`config.mk`:
```
export PLATFORM = sky130hd
export DESIGN_NAME = mem_responder
export DESIGN_NICKNAME = d
export VERILOG_FILES = /design/src/rtl/mem_responder.sv
export SDC_FILE = /design/constraint.sdc
export NUM_CORES = 1
export LEC_CHECK = 0
export ABC_AREA = 1
export BUFFER_PORTS_ARGS = -buffer_cell sky130_fd_sc_hd__buf_2
export CAP_MARGIN = 40
export CORE_ASPECT_RATIO = 1.1
export CORE_MARGIN = 8
export CORE_UTILIZATION = 50
export DETAILED_ROUTE_END_ITERATION = 8
export MAX_ROUTING_LAYER = met4
export PLACE_DENSITY_LB_ADDON = 0.15
export SLEW_MARGIN = 40
export SYNTH_ARGS = -nofsm -noshare
export SYNTH_HDL_FRONTEND = slang
export SYNTH_SLANG_ARGS = --single-unit
```
`constraint.sdc`:
```
create_clock -name clk -period 4.42 [get_ports clk]
set_input_delay 0.442 -clock clk [delete_from_list [all_inputs] [get_ports clk]]
set_output_delay 0.442 -clock clk [all_outputs]
set_load 0.02 [all_outputs]
```
`src/rtl/mem_responder.sv`:
```
// Responder side of the CPU data-memory interface: 16x16 RAM with registered reads,
// sequenced clear and a debug slot view. Optional macro: MEM_RESPONDER_WRITE_ACK_EN.
module mem_responder #(
  parameter int DATA_W     = 16,
  parameter int ADDR_W     = 4,
  parameter int SLOT_WORDS = 8,
  parameter int READ_LAT   = 1
) (
  input  logic                         clk,
  input  logic                         rst,
  input  logic                         req,
  input  logic                         rw,
  input  logic                         clr,
  input  logic [ADDR_W-1:0]            address,
  input  logic signed [DATA_W-1:0]     data_in,
  output logic signed [DATA_W-1:0]     data_out,
  output logic                         out_valid,
  output logic                         busy,
  output logic [SLOT_WORDS*DATA_W-1:0] slot,
  output logic [1:0]                   dbg_state
);

  localparam int DEPTH = 2 ** ADDR_W;
  localparam int CNT_W = 3;

  typedef enum logic [1:0] {
    IDLE  = 2'd0,
    READ  = 2'd1,
    CLEAR = 2'd2
  } state_t;

  state_t              state_q, state_d;
  logic [CNT_W-1:0]    cnt_q, cnt_d;
  logic [ADDR_W-1:0]   ptr_q, ptr_d;
  logic [DATA_W-1:0]   hold_q, hold_d;
  logic [DATA_W-1:0]   dout_d;
  logic                vld_d;
  logic                we;
  logic [ADDR_W-1:0]   waddr;
  logic [DATA_W-1:0]   wdata;
  logic                accept;
  logic [DATA_W-1:0]   mem [DEPTH];

  // Handshake: a request is taken when req=1 and busy=0 at a rising edge; anything
  // presented while busy=1 is dropped with no side effect. busy depends only on state.
  assign busy      = (state_q != IDLE);
  assign accept    = req && !busy;
  assign dbg_state = state_q;

  always_comb begin
    state_d = state_q;
    cnt_d   = cnt_q;
    ptr_d   = ptr_q;
    hold_d  = hold_q;
    dout_d  = data_out;
    vld_d   = 1'b0;
    we      = 1'b0;
    waddr   = address;
    wdata   = data_in;
    unique case (state_q)
      IDLE: begin
        if (accept) begin
          if (clr) begin
            state_d = CLEAR;
            ptr_d   = '0;
          end else if (rw) begin
            we = 1'b1;
`ifdef MEM_RESPONDER_WRITE_ACK_EN
            vld_d = 1'b1;
`endif
          end else if (READ_LAT == 1) begin
            dout_d = mem[address];
            vld_d  = 1'b1;
          end else begin
            // Word is captured now so later writes cannot affect the returned value.
            hold_d  = mem[address];
            cnt_d   = CNT_W'(READ_LAT - 1);
            state_d = READ;
          end
        end
      end
      READ: begin
        cnt_d = cnt_q - 1'b1;
        if (cnt_q == CNT_W'(1)) begin
          dout_d  = hold_q;
          vld_d   = 1'b1;
          state_d = IDLE;
        end
      end
      CLEAR: begin
        we    = 1'b1;
        waddr = ptr_q;
        wdata = '0;
        ptr_d = ptr_q + 1'b1;
        if (ptr_q == ADDR_W'(DEPTH - 1)) begin
          state_d = IDLE;
`ifdef MEM_RESPONDER_WRITE_ACK_EN
          vld_d = 1'b1;
`endif
        end
      end
      default: state_d = IDLE;
    endcase
  end

  always_ff @(posedge clk) begin
    if (rst) begin
      state_q   <= IDLE;
      cnt_q     <= '0;
      ptr_q     <= '0;
      hold_q    <= '0;
      data_out  <= '0;
      out_valid <= 1'b0;
      for (int i = 0; i < DEPTH; i++) mem[i] <= '0;
    end else begin
      state_q   <= state_d;
      cnt_q     <= cnt_d;
      ptr_q     <= ptr_d;
      hold_q    <= hold_d;
      data_out  <= dout_d;
      out_valid <= vld_d;
      if (we) mem[waddr] <= wdata;
    end
  end

  for (genvar i = 0; i < SLOT_WORDS; i++) begin : g_slot
    assign slot[i*DATA_W +: DATA_W] = mem[i];
  end

endmodule
```
After elaboration in Yosys (flattened, before gate mapping)
Memories as Yosys holds them, arrays and structs flattened.
Cells that the tools add are included.
Word-level totals
  latch bits: 0
  bits in read-only memories: 0
  output and inout port bits: 148
  memory bits (writable): 256
  logic and storage cells: 60
  memories: 1
  flip-flop bits (word level): 26
Operators by class
  add/sub/neg operators: 2
  reduce and logical (&&, ||, !) cells: 10
  equal/unequal tests: 10
  bitwise logic cells: 0
  shifts and indexed selects: 0
  magnitude comparators: 0
  divide/modulo/power cells: 0
  multipliers: 0
  muxes and demuxes: 32
Memories
  mem: depth 16, bits a word 16, rd ports 9, clocked after Yosys merged registers in 0, write ports 16, RTL line 42  | logic [DATA_W-1:0] mem [DEPTH];
Operators by type and width (number)
  $mux 16: 6
  $pmux 16 s2: 1
  $mux 4: 4
  $reduce_or 16->1: 1
  $mux 1: 13
  $ne 2x2->1 const B: 6
  $mux 2: 4
  $pmux 4 s2: 1
  $pmux 2 s3: 1
  $reduce_bool 2->1: 3
  $reduce_and 5->1: 1
  $add 4x1->4 const B: 1
  $eq 4x4->1 const B: 1
  $pmux 1 s2: 2
  $reduce_and 4->1: 1
  $eq 3x1->1 const B: 1
  $reduce_and 3->1: 1
  $sub 3x1->3 const B: 1
  $eq 2x1->1 const B: 1
  $eq 2x2->1 const B: 1
  $logic_not 2->1: 1
  $logic_and 1x1->1: 1
  $logic_not 1->1: 1

Longest topological paths before layout
  depth after elaboration: 10
  depth in mapped cells: 11
  mapped depth without buffers: 9

Worst setup path before layout
Ideal clock, no wire load.
  path type: flip-flop to flip-flop
  start: register state_q[1] (netlist: dbg_state[1])
  end: memory mem[6][0] (enable)
  path slack: 2.146 ns
  data arrival time: 1.902 ns
  cell stages (with the launch flop): 7
  buffers on the path: 2
  library setup time: 0.372 ns
  path through: dfxtp_1 buf_4 o21ai_1 nor2_1 nand2_1 buf_2 nand2_1
RTL lines
  from (decl): RTL line 32  | state_t state_q, state_d;
  from (signal assigned): RTL line 116  | state_q <= state_d;
  to (decl): RTL line 42

==> insert_results.sql <==
INSERT INTO impl_metrics (metric_group, metric, value, unit) VALUES
('place', 'hpwl', '28.6', 'mm'),
('setup_path', 'crit_arrival', '3.28', 'ns'),
('grt', 'grt_antenna_before_repair', '0', ''),
('synth', 'number_of_enable_flip_flop_cells_after_synthesis', '256', ''),
('setup_path', 'highest_delay_cell_along_the_critical_path', 'dfxtp_1', ''),
('routing', 'first_iteration_detailed_routing_drc_count', '1317', ''),
('grt', 'pin_count_of_the_biggest_net_entering_global_routing', '93', ''),
('synth', 'syn_nets', '1510', ''),
('timing', 'fmax', '323', 'MHz'),
('setup_path', 'crit_path_end_kind', 'flop', ''),
('routing', 'drc_errors', '0', ''),
('grt', 'first_global_vias', '10668', ''),
('die', 'fp.dieH', '185', 'um'),
('final_layout', 'insertedDiodeCount', '0', ''),
('setup_path', 'crit_type', 'flop to flop', ''),
('grt', 'grt_use_total', '27.9', '%'),
('timing', 'slew_limit_headroom', '46.1', '%'),
('synth', 'number_of_warning_messages_in_the_yosys_log', '0', ''),
('timing', 'final-hold-violation-count', '0', ''),
('clock_tree', 'cts-resized-gates', '0', ''),
('timing', 'worstMarginPinSlew', '0.804', 'ns'),
('clock_tree', 'clkLatencyLatePin', '0.56', 'ns'),
('clock_tree', 'ctsLongestPathBuffers', '3', ''),
('setup_path', 'worst-path-max-fanout', '17', ''),
('synth', 'yosys-top-cells-count', 'nand2_1 (447), nor2_1 (292), edfxtp_1 (256)', ''),
('timing', 'rsz_0062_raised_after_global_routing', 'false', ''),
('setup_path', 'path_cells', 'o21ai_2 -> nor3_2 -> nand2_1 -> nand2_1', ''),
('final_layout', 'multiInputGateArea', '3970', 'um^2'),
('die', 'num_rows', '62', ''),
('routing', 'ant_nets', '0', ''),
('final_layout', 'final_net_count', '1624', ''),
('flow_run', 'max_capacitance_violation_total', '0', ''),
('synth', 'seq_area_frac_synth', '62.3', '%'),
('place', 'io_buffer_count', '171', ''),
('timing', 'maxSlewViolCount', '0', ''),
('power', 'power.density', '417', 'nW/um^2'),
('die', 'fp.dieW', '170', 'um'),
('grt', 'grt_pass1_wl', '64.2', 'mm'),
('routing', 'route.vias.total', '10854', ''),
('final_layout', 'drive_above_1_share', '16.2', '%'),
('setup_path', 'cp_common_cell', 'nand2_1', ''),
('timing', 'period_share', '70.1', '%'),
('timing', 'finClkSkew', '0.0115', 'ns'),
('routing', 'total_wirelength', '42.9', 'mm'),
('die', 'io_pins', '173', ''),
('timing', 'final_setup_violation_count', '0', ''),
('status', 'outcome', 'complete, no violations', ''),
('die', 'design.core.area', '25900', 'um^2'),
('die', 'fp.dieArea', '31500', 'um^2'),
('synth', 'postSynthRegisterBits', '278', ''),
('synth', 'post_syn_area', '13100', 'um^2'),
('timing', 'total_negative_setup_slacks', '0', 'ns'),
('synth', 'post-synth-top-count-cell', 'nand2_1', ''),
('power', 'max-vdd-ir-drop', '0.000507', 'V'),
('synth', 'synthDominantCellAreaShare', '58.9', '%'),
('clock_tree', 'post-cts-setup-buffer-count', '0', ''),
('final_layout', 'flow.area_growth_from_synthesis', '15.3', '%'),
('grt', 'global_route.overflow_total', '0', ''),
('synth', 'mean_instance_size_in_the_synthesized_netlist', '8.79', 'um^2'),
('place', 'placed_cells', '1920', ''),
('clock_tree', 'clk_transition_reported_paths', '0.06', 'ns'),
('clock_tree', 'cts.sinks', '278', ''),
('clock_tree', 'cts-root-buf', 'clkbuf_16', ''),
('clock_tree', 'cts_hold_buffers', '0', ''),
('clock_tree', 'h-tree-depth', '1', ''),
('clock_tree', 'tritoncts', 'built', ''),
('setup_path', 'data_required_time_of_the_critical_path', '4.60', 'ns'),
('hold_path', 'timing.hold.worst.class', 'input pin to flop', ''),
('setup_path', 'crit_path_max_incr_delay', '0.79', 'ns'),
('synth', 'synth.top_cells.by_area', 'edfxtp_1 (59%), nand2_1 (13%), nor2_1 (8.4%)', ''),
('die', 'initial_utilization', '50.4', '%');
sequential cells by signal (all words and copies together) (netlist names):
name and flops:
data_out 16, ptr_q 4, mem 256, out_valid 1
dbg_state 1
layout make-up:
cell class / count / share of cell area, %
Multi-Input combinational cell: 952 / 26.4
Clock buffer: 33 / 4.92
Tap cell: 352 / 2.93
Sequential cell: 278 / 54.0
Clock inverter: 19 / 1.67
Inverter: 160 / 4.02
Timing Repair Buffer: 178 / 6.08
worst paths after layout:
check,start,to,slack [ns],depth (start not counted)
setup / recovery,dbg_state[1]$_SDFFE_PP0P_,mem[14][6]$_SDFFCE_PN0P_,1.32,4
hold / removal,req,out_valid$_SDFF_PP0_,0.22,3
setup reg to reg,dbg_state[1]$_SDFFE_PP0P_,mem[14][6]$_SDFFCE_PN0P_,1.32,4
hold reg to reg,ptr_q[3]$_SDFFE_PP0P_,ptr_q[3]$_SDFFE_PP0P_,0.49,1
worst max-delay path, delay by kind of cell, from the launching register on:
kind | cells | cell delay [ns]
AND/OR/NAND/NOR | 3 | 1.63
flip-flops | 1 | 0.79
AO/OA/AOI/OAI | 1 | 0.29
through the flow:
| stage | setup slack [ns] | power (W) | hold WS (ns) | area, um^2 | util [%] |
|---|---|---|---|---|---|
| after floorplan | 2.15 | 0.00346 | 0.437 | 13100 | - |
| after global placement | 1.39 | 0.00372 | 0.457 | 14000 | 54.1 |
| after detailed placement | 1.41 | 0.00373 | 0.466 | 14100 | 54.2 |
| after CTS | 1.41 | 0.00627 | 0.210 | 15000 | 58.1 |
| after global routing | 1.18 | 0.00643 | 0.233 | 15000 | 58.1 |
| final | 1.32 | 0.00628 | 0.218 | 15000 | 58.1 |
logic make-up (layout without fill, tap and decap cells):
| logic type | Yosys count | in the layout | synth area share [%] |
|---|---|---|---|
| other | 1 | 1 | 0.0287 |
| AO/OA/AOI/OAI | 12 | 12 | 0.594 |
| adder cells (fa/ha/maj) | 1 | 1 | 0.0959 |
| buffers and inverters | 254 | 390 | 7.64 |
| AND/OR/NAND/NOR | 938 | 938 | 29.4 |
| flip-flops | 278 | 278 | 62.3 |
metal layers:
metal | part of all wire (%) | global-route usage (%)
met1 | 39 | 35.7
met2 | 48 | 44.4
met3 | 8.6 | 3.43
met4 | 4.6 | 12.3
met5 | 0 | -
placed cells by master (no fill, tap or decap), drive strengths merged:
master / n
nand2: 460
nor2: 293
edfxtp: 256
buf: 178
nand3: 177
inv: 160
clkbuf: 33
dfxtp: 22
clkinv: 13
o21ai: 7
bufinv: 6
nor3: 5
a21oi: 4
and3: 1
nand4: 1
nor3b: 1
a211oi: 1
ha: 1
conb: 1
report_power, final:
group          internal, W  total (W)  leakage [nW]  switching, W
Clock              0.00155    0.00259         0.486       0.00105
Combinational     0.000144   0.000650          3.58      0.000506
Sequential         0.00297    0.00303          2.83     0.0000607
Total              0.00466    0.00628          6.90       0.00161
Power figures use the tool's default switching activity.
